File: src/rtl/insmem_loader.sv
// Instruction-memory loader: packs a little-endian byte stream into 16-bit words and owns the write port while loading.
// Latency: 2 + WRITE_HOLD cycles per word with continuous bytes; idle insmem_pc is a combinational pass-through of cpu_pc.
// Backpressure: byte_ready is high only in LO/HI; bytes offered at other times are left with the source.
module insmem_loader #(
    parameter int PC_BITS    = 6,
    parameter int WORD_COUNT = 2 ** (PC_BITS - 1),
    parameter int WRITE_HOLD = 2
) (
    input  logic               clka,
    input  logic               reset,
    input  logic               load_start,
    input  logic [PC_BITS-2:0] load_len,
    input  logic [7:0]         byte_in,
    input  logic               byte_valid,
    output logic               byte_ready,
    input  logic [PC_BITS-1:0] cpu_pc,
    output logic               cpu_stall,
    output logic               insmem_we,
    output logic [PC_BITS-1:0] insmem_pc,
    output logic [15:0]        insmem_din,
    output logic               load_busy,
    output logic               load_done
);

    localparam int IW = PC_BITS - 1;
    localparam int HW = (WRITE_HOLD > 1) ? $clog2(WRITE_HOLD) : 1;
    // Index of the last word when load_len is 0 (i.e. a full-size program)
    localparam logic [IW-1:0] LAST_MAX  = IW'(WORD_COUNT - 1);
    localparam logic [HW-1:0] HOLD_INIT = HW'(WRITE_HOLD - 1);

    typedef enum logic [2:0] {
        IDLE,
        LO,
        HI,
        WRITE,
        DONE
    } state_t;

    state_t         state;
    logic [IW-1:0]  word_idx;
    logic [IW-1:0]  last_idx;
    logic [HW-1:0]  hold_cnt;

    // While busy the loader drives the word address; otherwise the CPU fetch address passes straight through.
    assign insmem_pc = load_busy ? {word_idx, 1'b0} : cpu_pc;

    // Load sequencer: byte assembly, held write strobe, and all registered status outputs.
    always_ff @(posedge clka) begin
        if (reset) begin
            state      <= IDLE;
            word_idx   <= '0;
            last_idx   <= '0;
            hold_cnt   <= '0;
            byte_ready <= 1'b0;
            cpu_stall  <= 1'b0;
            load_busy  <= 1'b0;
            load_done  <= 1'b0;
            insmem_we  <= 1'b0;
            insmem_din <= '0;
        end else begin
            load_done <= 1'b0;
            case (state)
                IDLE: begin
                    if (load_start) begin
                        // Storing count-1 keeps the comparison within word_idx width
                        last_idx   <= (load_len == '0) ? LAST_MAX : load_len - 1'b1;
                        word_idx   <= '0;
                        state      <= LO;
                        byte_ready <= 1'b1;
                        load_busy  <= 1'b1;
                        cpu_stall  <= 1'b1;
                    end
                end
                LO: begin
                    if (byte_valid && byte_ready) begin
                        insmem_din[7:0] <= byte_in;
                        state           <= HI;
                    end
                end
                HI: begin
                    if (byte_valid && byte_ready) begin
                        insmem_din[15:8] <= byte_in;
                        state            <= WRITE;
                        byte_ready       <= 1'b0;
                        insmem_we        <= 1'b1;
                        hold_cnt         <= HOLD_INIT;
                    end
                end
                WRITE: begin
                    if (hold_cnt == '0) begin
                        insmem_we <= 1'b0;
                        if (word_idx == last_idx) begin
                            state     <= DONE;
                            load_done <= 1'b1;
                        end else begin
                            word_idx   <= word_idx + 1'b1;
                            state      <= LO;
                            byte_ready <= 1'b1;
                        end
                    end else begin
                        hold_cnt <= hold_cnt - 1'b1;
                    end
                end
                DONE: begin
                    state     <= IDLE;
                    load_busy <= 1'b0;
                    cpu_stall <= 1'b0;
                end
                default: begin
                    state <= IDLE;
                end
            endcase
        end
    end

endmodule

File: config.mk
export PLATFORM = sky130hd
export DESIGN_NAME = insmem_loader
export DESIGN_NICKNAME = d
export VERILOG_FILES = /design/src/rtl/insmem_loader.sv
export SDC_FILE = /design/constraint.sdc
export NUM_CORES = 1
export LEC_CHECK = 0
export CAP_MARGIN = 10
export CORE_MARGIN = 2
export CORE_UTILIZATION = 40
export DETAILED_ROUTE_END_ITERATION = 7
export GPL_ROUTABILITY_DRIVEN = 1
export PLACE_DENSITY = 0.71
export REMOVE_ABC_BUFFERS = 1
export SLEW_MARGIN = 20
export SYNTH_ARGS = -nofsm -noshare
export SYNTH_HDL_FRONTEND = slang
export SYNTH_SLANG_ARGS = --single-unit
export TNS_END_PERCENT = 100
File: constraint.sdc
create_clock -name clka -period 6.4 [get_ports clka]
set_input_delay 0.64 -clock clka [delete_from_list [all_inputs] [get_ports clka]]
set_output_delay 0.64 -clock clka [all_outputs]
set_load 0.05 [all_outputs]
==> impl_metrics.yaml, run 1 <==
run_status:
  outcome: "finished clean"
worst_hold_path:
  hp-class: "reg2reg"
timing:
  fin_crit_ns: 2.68
  slew_viol_final: 0
  fmax_mhz: 374
  finalSetupViolCount: 0
  tightestPinTransition_ns: 0.722
  grt_setup_unrepaired: "false"
  fin_setup_tns_ns: 0
  hold_ws_ns: 0.497
  fin_crit_sh_pct: 41.8
  skew_ns: 0.00455
  slew_headroom_pct: 51.7
  finalHoldViolCount: 0
clock_network:
  clock_latency_ns: 0.28
  ctsHoldBuffers: 0
  clock_sinks: 34
  clockBufferDepth: 2
  postCtsResizedCells: 0
  cts_tree: "yes"
  cts_buffers: 5
  clk_pin_slew_ns: 0.07
  cts_root_buf: "clkbuf_8"
  postCtsSetupBuffers: 0
  htree_levels: 2
power_and_ir_drop:
  p_leak_uw: 0.000782
  power_frac_clock_pct: 33.9
  switching_share_pct: 30.3
  power.density_nw_per_um2: 263
  p_seq_share_pct: 41.3
  p_int_uw: 400
  ir_worst_vdd_mv: 0.141
  switchingPower_uw: 174
  power_frac_comb_pct: 24.8
route:
  wire_per_inst_um: 12.7
  first_iter_violations: 55
  firstDrtPassIters: 4
  drc: 0
  ant_nets: 0
  wl_mm: 3.37
  vias: 1354
  post_drt_via_cell_ratio: 5.09
grt:
  grt_usage_pct: 16.4
  grt_pass1_vias: 1277
  gr-total-overflow: 0
  antenna_found_initial: 0
  grt_start_max_net_pins: 37
  grt_pass1_wl_mm: 5.45
logic_synthesis:
  synth_cells: 172
  synth.avg_cell_area_um2: 9.01
  syn_area_um2: 1550
  ys_seq_elements: 34
  async_reset_ff_share_pct: 0
  yosysSeqAreaShare_pct: 43.9
  synth.most_common_cell: "dfxtp_1"
  synth-edff-count: 0
  synth.area.top_cells: "dfxtp_1, mux2i_1, nor2_1, mux2_2, xor2_1"
  synthTopCellsByCount: "dfxtp_1, nor2_1, mux2i_1"
  synth_top_cell_by_area: "dfxtp_1"
  synth.distinct_cells: 39
  synth_top_flop_cell: "dfxtp_1"
  yosys_warnings: 0
  synth_top_area_share_pct: 43.9
setup_path:
  path_cells: "clkdlybuf4s50_1 -> mux2_2 -> clkdlybuf4s50_1"
  worst_setup_path_end_kind: "primary output"
  max_stage_delay_ns: 0.79
  cp-start-kind: "primary input"
  path_common_cell: "clkdlybuf4s50_1"
  crit_fanout: 1
  path_class: "in2out"
  required_ns: 5.76
  cp_slowest_cell: "clkdlybuf4s50_1"
  arrival_ns: 2.04
floorplan:
  core_region_area_um2: 3690
  dieArea_um2: 4390
  dieWidth_um: 66.3
  start_util_pct: 42.0
  fp-row-count: 22
  io_pins: 50
  dieHeight_um: 66.3
placement:
  dp_hpwl_mm: 2.41
  numPortBuffers: 49
  dp.cells: 258
  finalWeightedCongestion: 0.847
final_layout:
  synthToLayoutAreaGrowth_pct: 41.1
  antenna_cells: 0
  fin_cells: 266
  final_core_util_pct: 59.3
  final_nets: 242
  layout-drive-gt1-share_pct: 8.72
flow_run:
  max-cap-violations: 0
==> state kept, by name (all words and copies together), names as in the netlist <==
| signal | count |
|---|---|
| insmem_din | 16 |
| last_idx | 5 |
| word_idx | 5 |
| state | 3 |
| byte_ready | 1 |
| hold_cnt | 1 |
| insmem_we | 1 |
| load_busy | 1 |
| load_done | 1 |
==> per-stage QoR <==
stage,area [um^2],setup slack [ns],power [uW]
6_report,2190,3.72,575
5_1_grt,2190,3.69,602
4_1_cts,2180,3.51,579
3_5_place_dp,2060,3.20,383
3_3_place_gp,2060,3.34,379
2_1_floorplan,1490,3.45,331
==> area by class of cell <==
cell class	instances	area (um^2)
clock buffers	5	68.8
well taps	48	60.1
flip-flops and latches	34	681
repair buffers	51	505
multi-input cells	116	793
inverters	9	33.8
clock inverters	3	45.0
fillers	327	1500
==> placed cells by master (no fill, tap or decap), types with 3 or more instances in the layout <==
cell type,synthesis,routed
clkdlybuf4s50_1,0,49
dfxtp_1,34,34
nor2_1,28,28
mux2i_1,16,16
inv_1,9,9
nand2_1,8,8
a21oi_1,8,8
o21ai_0,6,6
mux2_2,5,5
xor2_1,5,5
clkbuf_8,0,5
nand3_1,3,3
a311oi_1,3,3
==> final timing paths <==
check,startpoint,end,slack (ns),depth (start not counted)
max reg2reg,state[1],word_idx[4],4.17,5
min reg2reg,insmem_din[15],insmem_din[15],0.50,2
max,cpu_pc[2],insmem_pc[2],3.72,3
min,insmem_din[15],insmem_din[15],0.50,2
==> critical path, delay by kind of cell <==
family | cells | cell delay (ns)
buffers and inverters | 2 | 1.25
muxes | 1 | 0.14
==> logic make-up (layout without fill, tap and decap cells) <==
group,after synthesis,after routing,synth area share (%)
and+or+nand+nor,56,56,17.0
muxes,21,21,14.0
DFF,34,34,43.9
AOI/OAI and AO/OA,30,30,13.2
xor gates and xnor gates,7,7,3.95
buffers and inverters,22,68,6.30
adders and majority gates,2,2,1.61
==> power by group through the flow <==
stage	registers [uW]	clock network, uW	logic [uW]
floorplan	264	0	67.3
global placement	242	0	138
detailed placement	242	0	141
CTS	237	200	142
global route	240	209	153
finish	238	195	143
==> routing by layer <==
layer  global-route usage (%)  vias up  share of wire (%)
li1                         -      686                  -
met1                     19.2      633                 48
met2                     26.6       33                 47
met3                     3.75        2                4.4
met4                     10.5        0                1.2
met5                        0        -                  0
Power figures use the tool's default switching activity.
==> inputs of run 2 (changes only) <==
Settings changed: PLACE_DENSITY 0.71 to 0.74.
Clock period 6.4 ns to 2.3 ns, I/O delays scaled along.
==> impl_metrics.yaml, run 2 (synthesis gave the netlist of run 1 again) <==
timing:
  finalSetupViolCount: 0
  fmax_mhz: 473
  skew_ns: 0.00474
  slew_headroom_pct: 59.6
  finalHoldViolCount: 0
  fin_setup_tns_ns: 0
  hold_ws_ns: 0.490
  slew_viol_final: 0
  tightestPinTransition_ns: 0.604
  fin_crit_sh_pct: 91.8
  fin_crit_ns: 2.11
  grt_setup_unrepaired: "false"
floorplan:
  dieHeight_um: 66.3
  fp-row-count: 22
  dieWidth_um: 66.3
  core_region_area_um2: 3690
  start_util_pct: 42.0
  io_pins: 50
  dieArea_um2: 4390
setup_path:
  worstSetupEndpoint: "insmem_pc[5]"
  required_ns: 2.07
  timing.rr.start: "state[0]"
  path_class: "reg2out"
  worst_setup_path_end_kind: "primary output"
  startpoint: "load_busy"
  reg2reg_depth: 5
  r2r_slack_ns: 0.25
  cp-start-kind: "flip-flop"
  r2r-end: "word_idx[4]"
  crit_fanout: 9
  arrival_ns: 1.88
route:
  first_iter_violations: 54
  wl_mm: 3.39
  vias: 1362
  drc: 0
  wire_per_inst_um: 12.5
  firstDrtPassIters: 4
  ant_nets: 0
  post_drt_via_cell_ratio: 5.03
clock_network:
  cts_buffers: 5
  htree_levels: 2
  clock_sinks: 34
  clockBufferDepth: 2
  cts_tree: "yes"
  ctsHoldBuffers: 0
  cts_root_buf: "clkbuf_8"
  clock_latency_ns: 0.28
  postCtsResizedCells: 0
  clk_pin_slew_ns: 0.06
  postCtsSetupBuffers: 0
final_layout:
  antenna_cells: 0
  post-route-cell-area_um2: 2210
  multiInputGateArea_um2: 785
  fin_cells: 271
  final_common_cell: "clkdlybuf4s50_1"
  reg_top3: "insmem_din x16, last_idx x5, word_idx x5"
  regMostFlops: "insmem_din"
  synthToLayoutAreaGrowth_pct: 42.5
  final_cell_mix: "clkdlybuf4s50_1, dfxtp_1, nor2_1"
  fillers: 351
  ff_latch_area_um2: 681
  layout-drive-gt1-share_pct: 9.87
  final_nets: 247
  largest_reg_flops: 16
grt:
  grt_start_max_net_pins: 17
  grt_usage_pct: 16.4
  grt_pass1_wl_mm: 5.53
  grt_pass1_vias: 1243
  gr-total-overflow: 0
  antenna_found_initial: 0
power_and_ir_drop:
  switching_share_pct: 29.1
  power_frac_comb_pct: 25.7
  p_seq_share_pct: 41.5
  ir_worst_vdd_mv: 0.447
  switchingPower_uw: 464
  p_int_uw: 1130
  power_frac_clock_pct: 32.8
  p_leak_uw: 0.000805
  power.density_nw_per_um2: 721
placement:
  placed_cell_area_um2: 2100
  finalWeightedCongestion: 0.804
  numPortBuffers: 49
  dp_hpwl_mm: 2.45
  dp.cells: 263
worst_hold_path:
  min-delay-start: "last_idx[3]"
  hp-class: "reg2reg"
run_status:
  outcome: "finished clean"
flow_run:
  max-cap-violations: 0
[run 2: cell types whose count changed in the layout (fill, tap and decap cells not counted), sizes merged]
cell	delta
buf	+5
clkbuf	+2
clkinvlp	-2
[run 2: power groups by stage]
stage	Combinational (uW)	Clock [uW]	Sequential (uW)
global placement	406	0	673
detailed placement	409	0	674
global route	443	562	666
floorplan	187	0	734
CTS	411	538	661
finish	410	522	660
[run 2: worst min-delay path by stage]
stage	cells after the start	endpoint	slack, ns
2_1_floorplan	1	insmem_we	0.30
3_3_place_gp	2	insmem_din[4]	0.47
3_5_place_dp	2	insmem_we	0.48
4_1_cts	2	last_idx[3]	0.49
5_1_grt	2	last_idx[3]	0.52
6_report	2	last_idx[3]	0.49
[run 2: stage by stage]
stage               power [uW]  util [%]  worst slack [ns]
floorplan                  922         -            -0.468
global placement          1080      57.0            0.0918
detailed placement        1080      57.0            0.0612
CTS                       1610      59.9             0.175
global route              1670      59.9             0.124
finish                    1590      59.9             0.188
[run 2: cell type report]
cell class | count | share of cell area (%)
clock inverters | 1 | 1.36
well taps | 48 | 2.72
clock buffers | 7 | 3.46
inverters | 9 | 1.53
flip-flops and latches | 34 | 30.8
repair buffers | 56 | 24.6
multi-input cells | 116 | 35.5
[run 2: layer usage]
metal	track usage [%]	share of wire (%)	up-vias
met5	0	0	-
met4	7.65	1.7	0
met3	4.09	5.3	5
met2	26.4	46	41
met1	20.5	47	620
li1	-	-	696
[run 2: critical path: stages, from the launching register on]
cell and delay, ns:
dfxtp_1 0.52, mux2_2 0.38, clkdlybuf4s50_1 0.71
==> inputs of run 3 (changes only) <==
Settings changed: CORE_MARGIN 2 to unset, SKIP_LAST_GASP set to 1.
==> impl_metrics.yaml, run 3 (synthesis gave the netlist of run 1 again) <==
route:
  wire_per_inst_um: 12.3
  vias: 1342
  ant_nets: 0
  drc: 0
  firstDrtPassIters: 6
  wl_mm: 3.35
  first_iter_violations: 51
  post_drt_via_cell_ratio: 4.92
timing:
  setup_slack_ns: 0.185
  finalHoldViolCount: 0
  tightestPinTransition_ns: 0.544
  hold_ws_ns: 0.492
  finalSetupViolCount: 0
  grt_setup_unrepaired: "false"
  slew_viol_final: 0
  fmax_mhz: 473
  fin_crit_sh_pct: 92.0
  slew_headroom_pct: 63.6
  fin_crit_ns: 2.12
  skew_ns: 0.00555
clock_network:
  clock_latency_ns: 0.28
  postCtsSetupBuffers: 0
  cts_buffers: 5
  cts_tree: "yes"
  clock_sinks: 34
  ctsHoldBuffers: 0
  htree_levels: 2
  cts_root_buf: "clkbuf_8"
  postCtsResizedCells: 0
  clockBufferDepth: 2
  clk_pin_slew_ns: 0.07
placement:
  place_ws_ns: 0.0834
  numPortBuffers: 49
  finalWeightedCongestion: 0.832
  dp.cells: 265
  dp_hpwl_mm: 2.46
grt:
  grt_pass1_wl_mm: 5.58
  grt_pass1_vias: 1248
  grt_usage_pct: 17.2
  gr-total-overflow: 0
  antenna_found_initial: 0
  grt_start_max_net_pins: 15
setup_path:
  path_class: "reg2out"
  crit_fanout: 9
  cp-start-kind: "flip-flop"
  worst_setup_path_end_kind: "primary output"
  required_ns: 2.07
  path_cells: "mux2_2 -> clkdlybuf4s50_1"
  arrival_ns: 1.89
  max_stage_delay_ns: 0.71
  cp_slowest_cell: "clkdlybuf4s50_1"
worst_hold_path:
  hp-class: "reg2reg"
floorplan:
  core_region_area_um2: 3690
  io_pins: 50
  start_util_pct: 42.0
  dieWidth_um: 64.3
  fp-row-count: 22
  dieArea_um2: 4130
  dieHeight_um: 64.3
final_layout:
  layout-drive-gt1-share_pct: 11.6
  final_cell_mix: "clkdlybuf4s50_1, dfxtp_1, nor2_1"
  final_nets: 249
  fin_cells: 273
  final_common_cell: "clkdlybuf4s50_1"
  largest_reg_flops: 16
  synthToLayoutAreaGrowth_pct: 42.7
  final_core_util_pct: 60.0
  antenna_cells: 0
  regMostFlops: "insmem_din"
  reg_top3: "insmem_din x16, last_idx x5, word_idx x5"
power_and_ir_drop:
  power.density_nw_per_um2: 692
  ir_worst_vdd_mv: 0.480
  p_leak_uw: 0.000810
run_status:
  outcome: "finished clean"
flow_run:
  max-cap-violations: 0
run 3: path summary, 6_finish.rpt:
path,startpoint,cells past startpoint,to,slack [ns]
worst min register to register,insmem_din[1],2,insmem_din[1],0.49
worst min-delay path,insmem_din[1],2,insmem_din[1],0.49
worst max register to register,state[0],5,word_idx[4],0.27
worst max-delay path,load_busy,2,insmem_pc[1],0.18
run 3: metal layers:
layer / up-vias / track usage (%) / part of all wire, %
li1: 698 / - / -
met5: - / 0 / 0
met2: 34 / 29.2 / 47
met4: 0 / 6.67 / 1.2
met1: 606 / 21.1 / 48
met3: 4 / 3.75 / 4.0
run 3: worst max-delay path, delay by kind of cell (launching register included):
kind	cells	cell delay [ns]
mux	1	0.38
flops	1	0.52
buf+inv	1	0.71
run 3: power breakdown:
group / total (uW) / switching [uW] / leakage [uW] / internal, uW
Combinational: 416 / 231 / 0.000486 / 185
Clock: 453 / 213 / 0.0000472 / 240
Sequential: 662 / 37.1 / 0.000276 / 624
Total: 1530 / 481 / 0.000810 / 1050
run 3: metrics by stage:
step / cell area (um^2) / TNS, ns / total power (uW)
floorplan: 1490 / -8.23 / 922
global placement: 2120 / 0 / 1090
detailed placement: 2120 / 0 / 1090
CTS: 2210 / 0 / 1550
global route: 2210 / 0 / 1610
finish: 2210 / 0 / 1530
run 3: layout make-up:
cell class	instances	area [um^2]
inverter	9	33.8
clock inverter	2	12.5
timing repair buffer	58	558
tap	48	60.1
multi-input combinational	116	785
clock buffer	6	82.6
fill	342	1480
sequential	34	681
